$ cat src/rtl/apb_reg_slave.sv
// APB4 completer with a small byte-strobed register bank, an ID word and a
// saturating count of successful transfers. Fixed wait-state insertion.
module apb_reg_slave #(
  parameter int unsigned ADDR_WIDTH  = 32,
  parameter int unsigned DATA_WIDTH  = 32,
  parameter int unsigned NUM_REGS    = 16,
  parameter int unsigned WAIT_CYCLES = 2,
  parameter logic [31:0] ID_VALUE    = 32'hA5B0_0001
) (
  input  logic                    PCLK,
  input  logic                    PRESET,
  input  logic                    PSEL,
  input  logic                    PENABLE,
  input  logic [2:0]              PPROT,
  input  logic                    PWRITE,
  input  logic [DATA_WIDTH/8-1:0] PSTRB,
  input  logic [ADDR_WIDTH-1:0]   PADDR,
  input  logic [DATA_WIDTH-1:0]   PWDATA,
  output logic [DATA_WIDTH-1:0]   PRDATA,
  output logic                    PREADY,
  output logic                    PSLVERR
);

  localparam int unsigned STRB_W  = DATA_WIDTH / 8;
  localparam int unsigned IDX_W   = $clog2(NUM_REGS);
  localparam int unsigned NUM_RW  = NUM_REGS - 2;
  localparam int unsigned ID_IDX  = NUM_REGS - 2;
  localparam int unsigned CNT_IDX = NUM_REGS - 1;
  localparam int unsigned WAIT_W  = 4;

  typedef enum logic {
    IDLE   = 1'b0,
    ACCESS = 1'b1
  } state_t;

  state_t state_q, state_d;

  // Transfer context captured in the setup cycle
  logic [WAIT_W-1:0]     wait_q;
  logic [IDX_W-1:0]      idx_q;
  logic                  write_q;
  logic [STRB_W-1:0]     strb_q;
  logic                  err_q;
  logic [DATA_WIDTH-1:0] rdata_q;
  logic [2:0]            pprot_unused_q;

  // Register bank
  logic [DATA_WIDTH-1:0] regs_q [NUM_RW];
  logic [DATA_WIDTH-1:0] cnt_q;

  // Setup-phase decode
  logic                  setup_c;
  logic                  complete_c;
  logic [IDX_W-1:0]      idx_c;
  logic                  err_c;
  logic [DATA_WIDTH-1:0] rdata_c;
  logic                  cnt_inc_c;
  logic                  cnt_clr_c;

  // Decode the address and error conditions from the setup-phase inputs
  always_comb begin
    setup_c = (state_q == IDLE) && PSEL && !PENABLE;
    idx_c   = PADDR[IDX_W+1:2];
    err_c   = (PADDR[1:0] != 2'b00)
           || (PADDR >= ADDR_WIDTH'(NUM_REGS * 4))
           || (PWRITE && (idx_c == IDX_W'(ID_IDX)))
           || (!PWRITE && (PSTRB != '0));
    rdata_c = '0;
    if (!err_c && !PWRITE) begin
      if (idx_c < IDX_W'(NUM_RW)) begin
        rdata_c = regs_q[idx_c];
      end else if (idx_c == IDX_W'(ID_IDX)) begin
        rdata_c = DATA_WIDTH'(ID_VALUE);
      end else begin
        rdata_c = cnt_q;
      end
    end
  end

  // Completion and counter-update qualifiers
  always_comb begin
    complete_c = (state_q == ACCESS) && PSEL && PENABLE && (wait_q == '0);
    cnt_clr_c  = complete_c && !err_q && write_q && (idx_q == IDX_W'(CNT_IDX));
    cnt_inc_c  = complete_c && !err_q && !(write_q && (idx_q == IDX_W'(CNT_IDX)));
  end

  // FSM state register
  always_ff @(posedge PCLK) begin
    if (PRESET) begin
      state_q <= IDLE;
    end else begin
      state_q <= state_d;
    end
  end

  // FSM next-state logic
  always_comb begin
    state_d = state_q;
    case (state_q)
      IDLE: begin
        if (setup_c) begin
          state_d = ACCESS;
        end
      end
      ACCESS: begin
        if (!PSEL || complete_c) begin
          state_d = IDLE;
        end
      end
      default: state_d = IDLE;
    endcase
  end

  // Capture transfer context at setup and count down wait states
  always_ff @(posedge PCLK) begin
    if (PRESET) begin
      wait_q         <= '0;
      idx_q          <= '0;
      write_q        <= 1'b0;
      strb_q         <= '0;
      err_q          <= 1'b0;
      rdata_q        <= '0;
      pprot_unused_q <= '0;
    end else if (setup_c) begin
      wait_q         <= WAIT_W'(WAIT_CYCLES);
      idx_q          <= idx_c;
      write_q        <= PWRITE;
      strb_q         <= PSTRB;
      err_q          <= err_c;
      rdata_q        <= rdata_c;
      pprot_unused_q <= PPROT;
    end else if ((state_q == ACCESS) && PSEL && PENABLE && (wait_q != '0)) begin
      wait_q <= wait_q - WAIT_W'(1);
    end
  end

  // Commit byte-strobed writes on the completing cycle
  always_ff @(posedge PCLK) begin
    if (PRESET) begin
      for (int r = 0; r < NUM_RW; r++) begin
        regs_q[r] <= '0;
      end
    end else if (complete_c && !err_q && write_q && (idx_q < IDX_W'(NUM_RW))) begin
      for (int b = 0; b < STRB_W; b++) begin
        if (strb_q[b]) begin
          regs_q[idx_q][b*8 +: 8] <= PWDATA[b*8 +: 8];
        end
      end
    end
  end

  // Saturating count of error-free transfers; a write to it clears it
  always_ff @(posedge PCLK) begin
    if (PRESET) begin
      cnt_q <= '0;
    end else if (cnt_clr_c) begin
      cnt_q <= '0;
    end else if (cnt_inc_c && (cnt_q != '1)) begin
      cnt_q <= cnt_q + DATA_WIDTH'(1);
    end
  end

  // Response outputs come only from registered state
  assign PREADY  = (state_q == ACCESS) && (wait_q == '0);
  assign PRDATA  = PREADY ? rdata_q : '0;
  assign PSLVERR = PREADY ? err_q : 1'b0;

endmodule
$ cat config.mk
export PLATFORM = sky130hd
export DESIGN_NAME = apb_reg_slave
export DESIGN_NICKNAME = d
export VERILOG_FILES = /design/src/rtl/apb_reg_slave.sv
export SDC_FILE = /design/constraint.sdc
export NUM_CORES = 1
export LEC_CHECK = 0
export CORE_MARGIN = 3
export CORE_UTILIZATION = 47
export CTS_CLUSTER_SIZE = 25
export DETAILED_ROUTE_END_ITERATION = 16
export PLACE_DENSITY = 0.66
export SYNTH_ARGS = -nofsm -noshare
export SYNTH_HDL_FRONTEND = slang
export SYNTH_SLANG_ARGS = --single-unit
$ cat constraint.sdc
create_clock -name PCLK -period 8.1 [get_ports PCLK]
set_input_delay 1.215 -clock PCLK [delete_from_list [all_inputs] [get_ports PCLK]]
set_output_delay 1.215 -clock PCLK [all_outputs]
set_load 0.02 [all_outputs]
-- Word-level counts from Yosys, hierarchy flattened
Memory sizes are Yosys's and may differ from the RTL's.
Cells that the tools add are included.
- register bits after elaboration: 79
- bits in writable memories: 448
- memories: 1
- logic and storage cells: 85
- input bits: 76
- reduce and logical (&&, ||, !) cells: 35
- bitwise logic cells: 1
- equality and inequality tests: 3
- mux-type cells: 31
- order comparisons: 3
- add/subtract/negate cells: 2
- memory list (memory ; words ; bits a word ; rd ports ; clocked after Yosys merged registers in ; wr ports ; line ; text):
    regs_q ; 14 ; 32 ; 1 ; 0 ; 14 ; 48 ; logic [DATA_WIDTH-1:0] regs_q [NUM_RW];
- operator list (cell ; count):
    32-bit two-way mux ; 5
    32-bit by 1-bit adder with 32-bit output, second input constant ; 1
    32-bit by 7-bit >= comparator with 1-bit output, second input constant ; 1
    32-bit != test, second input constant ; 1
    32-bit OR reduction ; 1
    1-bit two-way mux ; 21
    1-bit logical AND ; 17
    4-bit == test, second input constant ; 2
    4-bit < comparator, second input constant ; 2
    4-bit two-way mux ; 2
    4-bit nonzero test ; 2
    1-bit logical NOT ; 6
    4-bit logical NOT ; 1
    1-bit logical OR ; 4
    2-bit two-way mux ; 2
    2-bit nonzero test ; 2
    2-bit OR reduction ; 2
    4-bit by 1-bit subtractor with 4-bit output, second input constant ; 1
    1-bit case mux with 2 select lines ; 1
    1-bit NOT ; 1

-- Longest topological paths before layout
Gate-level depths: netlist (run 1).
- word-level depth: 11
- gate-level depth with buffers: 8
- depth with buffers taken out: 7

-- Worst setup path after synthesis (run 1)
OpenSTA, ideal clock, no wires.
- path type: in2reg
- start: input port PADDR[2]
- end: register rdata_q[12]
- arrival time: 3022 ps
- buffers on the path: 3
- data required time: 7971 ps
- slack: 4949 ps
- stages on the path: 6
- cell sequence: buf_2 buf_1 buf_2 mux4_2 o221ai_1 o21ai_0
- cells in the longest elaborated chain, start to end: 7
- elaborated cells between the ends (all ways): 13
- classes of those cells: order compare: 2; eq/ne: 1; mux: 3; reduce/logical: 6; memory: 1
- ends and longest elaborated chain (item ; line ; text):
    start: declaration ; 17 ; input logic [ADDR_WIDTH-1:0] PADDR,
    32-bit by 7-bit >= comparator with 1-bit output / 4-bit == test (equally long branches) ; 65, 66, 72 ;
    1-bit logical OR / 1-bit logical AND (equally long branches) ; 65, 66 ;
    1-bit logical OR ; 66 ; || (PWRITE && (idx_c == IDX_W'(ID_IDX)))
    1-bit logical OR ; 67 ; || (!PWRITE && (PSTRB != '0));
    1-bit logical NOT ; 69 ; if (!err_c && !PWRITE) begin
    1-bit logical AND ; 69 ;
    32-bit two-way mux * ; 69 ;
    end signal: assignment ; 130 ; rdata_q <= rdata_c;
    end: declaration ; 44 ; logic [DATA_WIDTH-1:0] rdata_q;
Mark *: on every way between the ends. The rest lies on a longest branch, timed or not.
A chain may end at the register's enable or synchronous reset.

==> run metrics, run 1 <==
Top FF cell, synth edfxtp_1; FMAX 0.242 GHz; Final nets 1,978; worst-case vdd ir drop 0.149 mV; top post-synthesis cells by area edfxtp_1 (55%), and2_1 (12%), mux4_2 (8.9%); Die ar. 54,500 µm²; Tcrit/Tclk final 51.0%; r2r endpoint regs_q[8][28]$_SDFFCE_PN0P_; overall die width 233 µm; most frequent cells after synthesis and2_1 (452), edfxtp_1 (448), nand2_1 (102); synth warn 0; sequential area share after synthesis 61.8%; clock root buffer master clkbuf_16; Synth Instances 1,832; row count 82; Seq cells post-synth 527; Setup TNS 0 ns; CP endpoint kind flop; top-area cell type share of the netlist area 55.3%; Tot Pwr 5.93 mW; largest net degree at the start of global routing 77; final wirelength 63.6 mm; mapped cell area 24,300 µm²; HPWL after detailed placement 40.6 mm; setup ws final 3.97 ns; Relative slew margins 21.6%; flop2flop setup slack 4.41 ns; r2r startpoint wait_q[0]$_SDFFE_PP0P_; # resized after CTS 0; Initial Util 48.1%; power density over the cells 214 nW/µm²; DR vias/cell 5.87; setup repair bufs after CTS 0; Setup violations, final 0; 1st-pass router iterations 5; layout cells sized above 1 14.3%; slowest stage cell, crit path nor2_1; RSZ-0062 raised after global routing no; Worst EP required 8.39 ns; Post-synth EDFFs 448; crit-path cells clkdlybuf4s50_1, nand4b_1, nor4_1, nand2_1, nor2_1, or2_2; Inst Count DP 2,515; type of the worst setup path in -> reg; routability cong. 0.860; Port Buffers 106; global-route wire length before repair 94.1 mm; hold_sp rdata_q[11]$_SDFFE_PP0P_; core area 50,600 µm²; clock latency on the worst-skew pair 0.60 ns; drt drc 0; design area 27,700 µm²; CP endpoint regs_q[8][28]$_SDFFCE_PN0P_; grt ovf 0; Crit path largest cell delay 0.70 ns; final core utilization 54.8%; most instantiated library cell after synthesis and2_1; fin crit period 4.13 ns; CTS tree done; vias post-DR 15.4k; CP Launch Point PENABLE; Final Max Tran Viols 0; Total GRT Usage 23.4%; vias in the first global route 15.1k; area of placed instances 25,900 µm²; Final ANT Viol Nets 0; Boundary Pins 110; Max-Cap Viols 0; chip height 233 µm; hold buffer count at cts 0; worst reg2reg path depth 7; final hold violation count 0; final hold slack 0.440 ns; kind of start point of the critical path input port; Post-Layout Cell Count 2,615; clk slew on worst S/H paths 0.06 ns; Synth-to-Final Area Change 14.0%; library cells used by synthesis 56; CP Max Fanout 14; WL/cell 24.3 µm; pre-CTS WS 3.41 ns; Worst Skew 0.0215 ns; worst-margin pin slew 1.17 ns; Synth area leader edfxtp_1; DR iter-0 viols 1,791; outcome completed; syn_area_per_cell 13.3 µm²; Post-Syn Nets 1,911; CTS Buffer Depth 3; Leakage 10.0 nW; antenna violations before repair 0; # clock sinks 527; Critical Path AT 4.41 ns; HP Class reg -> reg; Num CTS Buffers 54; CTS H-tree depth 2; Async S/R FF share, synth 0%
## final cells by class
cell class	instances	area (µm²)
flip-flops and latches	527	15000
repair buffers	122	1170
inverters	6	22.5
multi-input cells	1188	8850
clock inverters	17	180
fillers	4096	22900
clock buffers	82	1610
well taps	672	841
diodes	1	2.50
## critical path, delay by kind of cell
family                 cells  cell delay (ns)
and+or+nand+nor            5             2.57
buffers and inverters      1             0.61
## metal layers
layer / wire length [µm] / global-route usage, %
met3: 4830 / 3.37
met4: 1640 / 6.85
met5: 0 / 0
met2: 30500 / 38.4
met1: 26600 / 32.9
## cell families (layout without fill, tap and decap cells)
logic type / Yosys count / in the layout / synth area share (%)
flip-flops: 527 / 527 / 61.8
other: 0 / 1 / 0
AO/OA/AOI/OAI: 185 / 185 / 5.07
multiplexers: 137 / 137 / 10.6
XOR/XNOR: 6 / 6 / 0.216
adder cells (fa/ha/maj): 3 / 3 / 0.154
AND/OR/NAND/NOR: 857 / 857 / 20.2
buffers and inverters: 117 / 227 / 1.87
## state kept, by name (all words and copies together), names as in the netlist
register	cells
state_q	1
cnt_q	32
write_q	1
wait_q	4
rdata_q	32
err_q	1
strb_q	4
regs_q	448
idx_q	4
## how the worst min path moves through the flow
| stage | to | slack (ns) | cells past startpoint |
|---|---|---|---|
| floorplan | rdata_q[10]$_SDFFE_PP0P_ | 0.42 | 2 |
| global placement | rdata_q[17]$_SDFFE_PP0P_ | 0.43 | 2 |
| detailed placement | rdata_q[11]$_SDFFE_PP0P_ | 0.43 | 2 |
| CTS | rdata_q[11]$_SDFFE_PP0P_ | 0.45 | 2 |
| global route | rdata_q[26]$_SDFFE_PP0P_ | 0.47 | 1 |
| finish | rdata_q[11]$_SDFFE_PP0P_ | 0.44 | 2 |
## where the power goes
group / switching (mW) / internal, mW
registers: 0.0238 / 3.01
logic: 0.239 / 0.143
clock network: 1.02 / 1.49
## cell usage in the layout (no fill, tap or decap), types with 16 or more instances in the layout
cell type and instances:
nor2_1 90, o22ai_1 16, nand2_1 102, and2_1 452, clkbuf_1 16, buf_4 17, clkdlybuf4s50_1 101, clkbuf_16 57
a21oi_1 40, or2_2 58, and3_1 35, dfxtp_1 79, o21ai_0 46, mux2i_1 29, nand4_1 18, edfxtp_1 448
mux4_2 96
(Power assumes the default switching activity.)
==> run 2, diff against run 1 <==
Clock period 8.1 ns to 4 ns, I/O delays scaled along.
==> run 2 against run 1 <==
- global-route usage up 0.62 points
- worst setup slack worse by 3.6 ns
- combinational power up 110%
- design area up 1.8%
- utilization up 0.99 points
- flip-flop and latch count unchanged
- register-to-register slack worse by 3.6 ns
- first-iteration DRC count down 13%
- sequential power up 100%
- die area unchanged
- total power up 100%
- largest cell class unchanged
- largest power group unchanged
- highest routed layer unchanged
==> run metrics, run 2 (synthesis gave the netlist of run 1 again) <==
1st-pass router iterations 5 (unchanged); clock power share 42.0% (was 42.4%); final wirelength 65.0 mm (was 63.6 mm); clk slew on worst S/H paths 0.06 ns (about the same); Total GRT Usage 24.1% (was 23.4%); flop2flop setup slack 0.86 ns (was 4.41 ns); vias in the first global route 15.6k (was 15.1k); sequential share of power 51.4% (was 51.1%); Switching Share 22.2% (was 21.7%); Tot Pwr 12.0 mW (was 5.93 mW); r2r endpoint regs_q[0][3]$_SDFFCE_PN0P_ (was regs_q[8][28]$_SDFFCE_PN0P_); clock latency on the worst-skew pair 0.61 ns (was 0.60 ns); RSZ-0062 raised after global routing no (unchanged); Synth-to-Final Area Change 16.0% (was 14.0%); Setup violations, final 0 (unchanged); kind of start point of the critical path flop (was input port); Leakage 10.4 nW (was 10.0 nW); Final nets 2,046 (was 1,978); core area 50,600 µm² (unchanged); internal cell power 9.30 mW (was 4.64 mW); HP Class reg -> reg (unchanged); routability cong. 0.861 (was 0.860); overall die width 233 µm (unchanged); HPWL after detailed placement 42.3 mm (was 40.6 mm); Initial Util 48.1% (unchanged); Max-Cap Viols 0 (unchanged); Final Max Tran Viols 0 (unchanged); CTS H-tree depth 2 (unchanged); worst-margin pin slew 0.987 ns (was 1.17 ns); Comb power frac 6.6% (was 6.5%); vias post-DR 15.6k (was 15.4k); Die ar. 54,500 µm² (unchanged); Num CTS Buffers 53 (was 54); fin crit period 3.64 ns; # clock sinks 527 (unchanged); design area 28,200 µm² (was 27,700 µm²); CP Max Fanout 25 (was 14); worst reg2reg path depth 8 (was 7); r2r startpoint wait_q[0]$_SDFFE_PP0P_ (unchanged); FMAX 0.275 GHz; final hold slack 0.447 ns (was 0.440 ns); global-route wire length before repair 96.6 mm (was 94.1 mm); Tcrit/Tclk final 91.0%; WL/cell 24.2 µm (was 24.3 µm); clock root buffer master clkbuf_16 (unchanged); Post-Layout Cell Count 2,685 (was 2,615); area of placed instances 26,500 µm² (was 25,900 µm²); outcome completed (unchanged); antenna violations before repair 1 (was 0); slowest stage cell, crit path clkdlybuf4s50_1 (was nor2_1); largest registers regs_q (448), cnt_q (32), rdata_q (32) (unchanged); Worst EP required 3.40 ns (was 8.39 ns); final core utilization 55.8% (was 54.8%); Critical Path AT 3.04 ns (was 4.41 ns); # resized after CTS 0 (unchanged); pre-CTS WS 0.486 ns (was 3.41 ns); drt drc 0 (unchanged); Inst Count DP 2,584 (was 2,515); hold_sp rdata_q[3]$_SDFFE_PP0P_ (was rdata_q[11]$_SDFFE_PP0P_); cell depth of the worst min-delay path 2 (unchanged); type of the worst setup path reg -> out (was in -> reg); Hold Path Sink rdata_q[3]$_SDFFE_PP0P_ (was rdata_q[11]$_SDFFE_PP0P_); commonest non-fill, non-tap cell in the layout and2_1 (unchanged); Port Buffers 106 (unchanged); final hold violation count 0 (unchanged); layout cells sized above 1 17.1% (was 14.3%); crit-path cells inv_1, ha_1, nor3b_2, buf_12, and3_1, clkdlybuf4s50_1 (was clkdlybuf4s50_1, nand4b_1, nor4_1, nand2_1, nor2_1, or2_2); Worst Skew 0.0114 ns (was 0.0215 ns); Relative slew margins 33.9% (was 21.6%); grt ovf 0 (unchanged); power density over the cells 424 nW/µm² (was 214 nW/µm²); CTS Buffer Depth 3 (unchanged); CP endpoint kind output pin (was flop); Boundary Pins 110 (unchanged); worst-case vdd ir drop 0.295 mV (was 0.149 mV); Biggest register regs_q (unchanged); Crit path largest cell delay 0.65 ns (was 0.70 ns); setup ws final 0.360 ns (was 3.97 ns); row count 82 (unchanged); largest net degree at the start of global routing 76 (was 77); most frequent cells in the layout and2_1 (452), edfxtp_1 (448), nand2_1 (102), clkdlybuf4s50_1 (101), mux4_2 (96) (unchanged); DR vias/cell 5.80 (was 5.87); max reg flops 448 (unchanged); setup repair bufs after CTS 0 (unchanged); chip height 233 µm (unchanged); Final ANT Viol Nets 0 (unchanged); hold buffer count at cts 0 (unchanged); DR iter-0 viols 1,562 (was 1,791); switching component of the power 2.66 mW (was 1.29 mW); Setup TNS 0 ns (unchanged); CTS tree done (unchanged)
run 2: changes by cell type in the layout (fill, tap and decap cells not counted):
cell,previous run,this run
clkbuf_8,10,1
clkinv_1,7,11
clkbuf_1,16,15
bufinv_16,4,6
buf_12,0,4
clkinv_2,5,12
buf_4,17,82
clkbuf_16,57,55
run 2: worst max-delay path by stage:
stage,start,to,slack (ns),cells past startpoint
after detailed placement,PENABLE,regs_q[0][0]$_SDFFCE_PN0P_,0.49,7
after global placement,PENABLE,regs_q[7][0]$_SDFFCE_PN0P_,0.51,7
after floorplan,wait_q[0]$_SDFFE_PP0P_,regs_q[6][10]$_SDFFCE_PN0P_,1.38,8
after CTS,wait_q[0]$_SDFFE_PP0P_,PRDATA[13],0.32,6
final,wait_q[0]$_SDFFE_PP0P_,PRDATA[13],0.36,6
after global routing,wait_q[0]$_SDFFE_PP0P_,PRDATA[13],0.21,6
run 2: worst max-delay path, delay by kind of cell, from the launching register on:
kind	cells	cell delay, ns
buffers and inverters	3	1.04
AND/OR/NAND/NOR	2	0.88
flip-flops	1	0.31
adder cells (fa/ha/maj)	1	0.19
run 2: power groups by stage:
stage / logic (mW) / clock network [mW] / registers (mW)
after floorplan: 0.457 / 0 / 6.23
after global placement: 0.781 / 0 / 6.25
after detailed placement: 0.794 / 0 / 6.26
after CTS: 0.795 / 5.08 / 6.14
after global routing: 0.841 / 5.27 / 6.15
final: 0.793 / 5.02 / 6.14
run 2: final cells by class:
| type | count | area (µm²) |
|---|---|---|
| fillers | 4108 | 22400 |
| flip-flops and latches | 527 | 15000 |
| multi-input cells | 1188 | 8850 |
| repair buffers | 191 | 1740 |
| clock buffers | 70 | 1430 |
| well taps | 672 | 841 |
| clock inverters | 30 | 290 |
| inverters | 6 | 22.5 |
| diodes | 1 | 2.50 |
run 2: metal layers:
layer,vias to the layer above,track usage (%),share of wire (%)
met5,-,0,0
met4,0,7.75,2.9
met3,114,5.52,8.0
met2,545,38.9,48
met1,7867,32.5,41
li1,7043,-,-
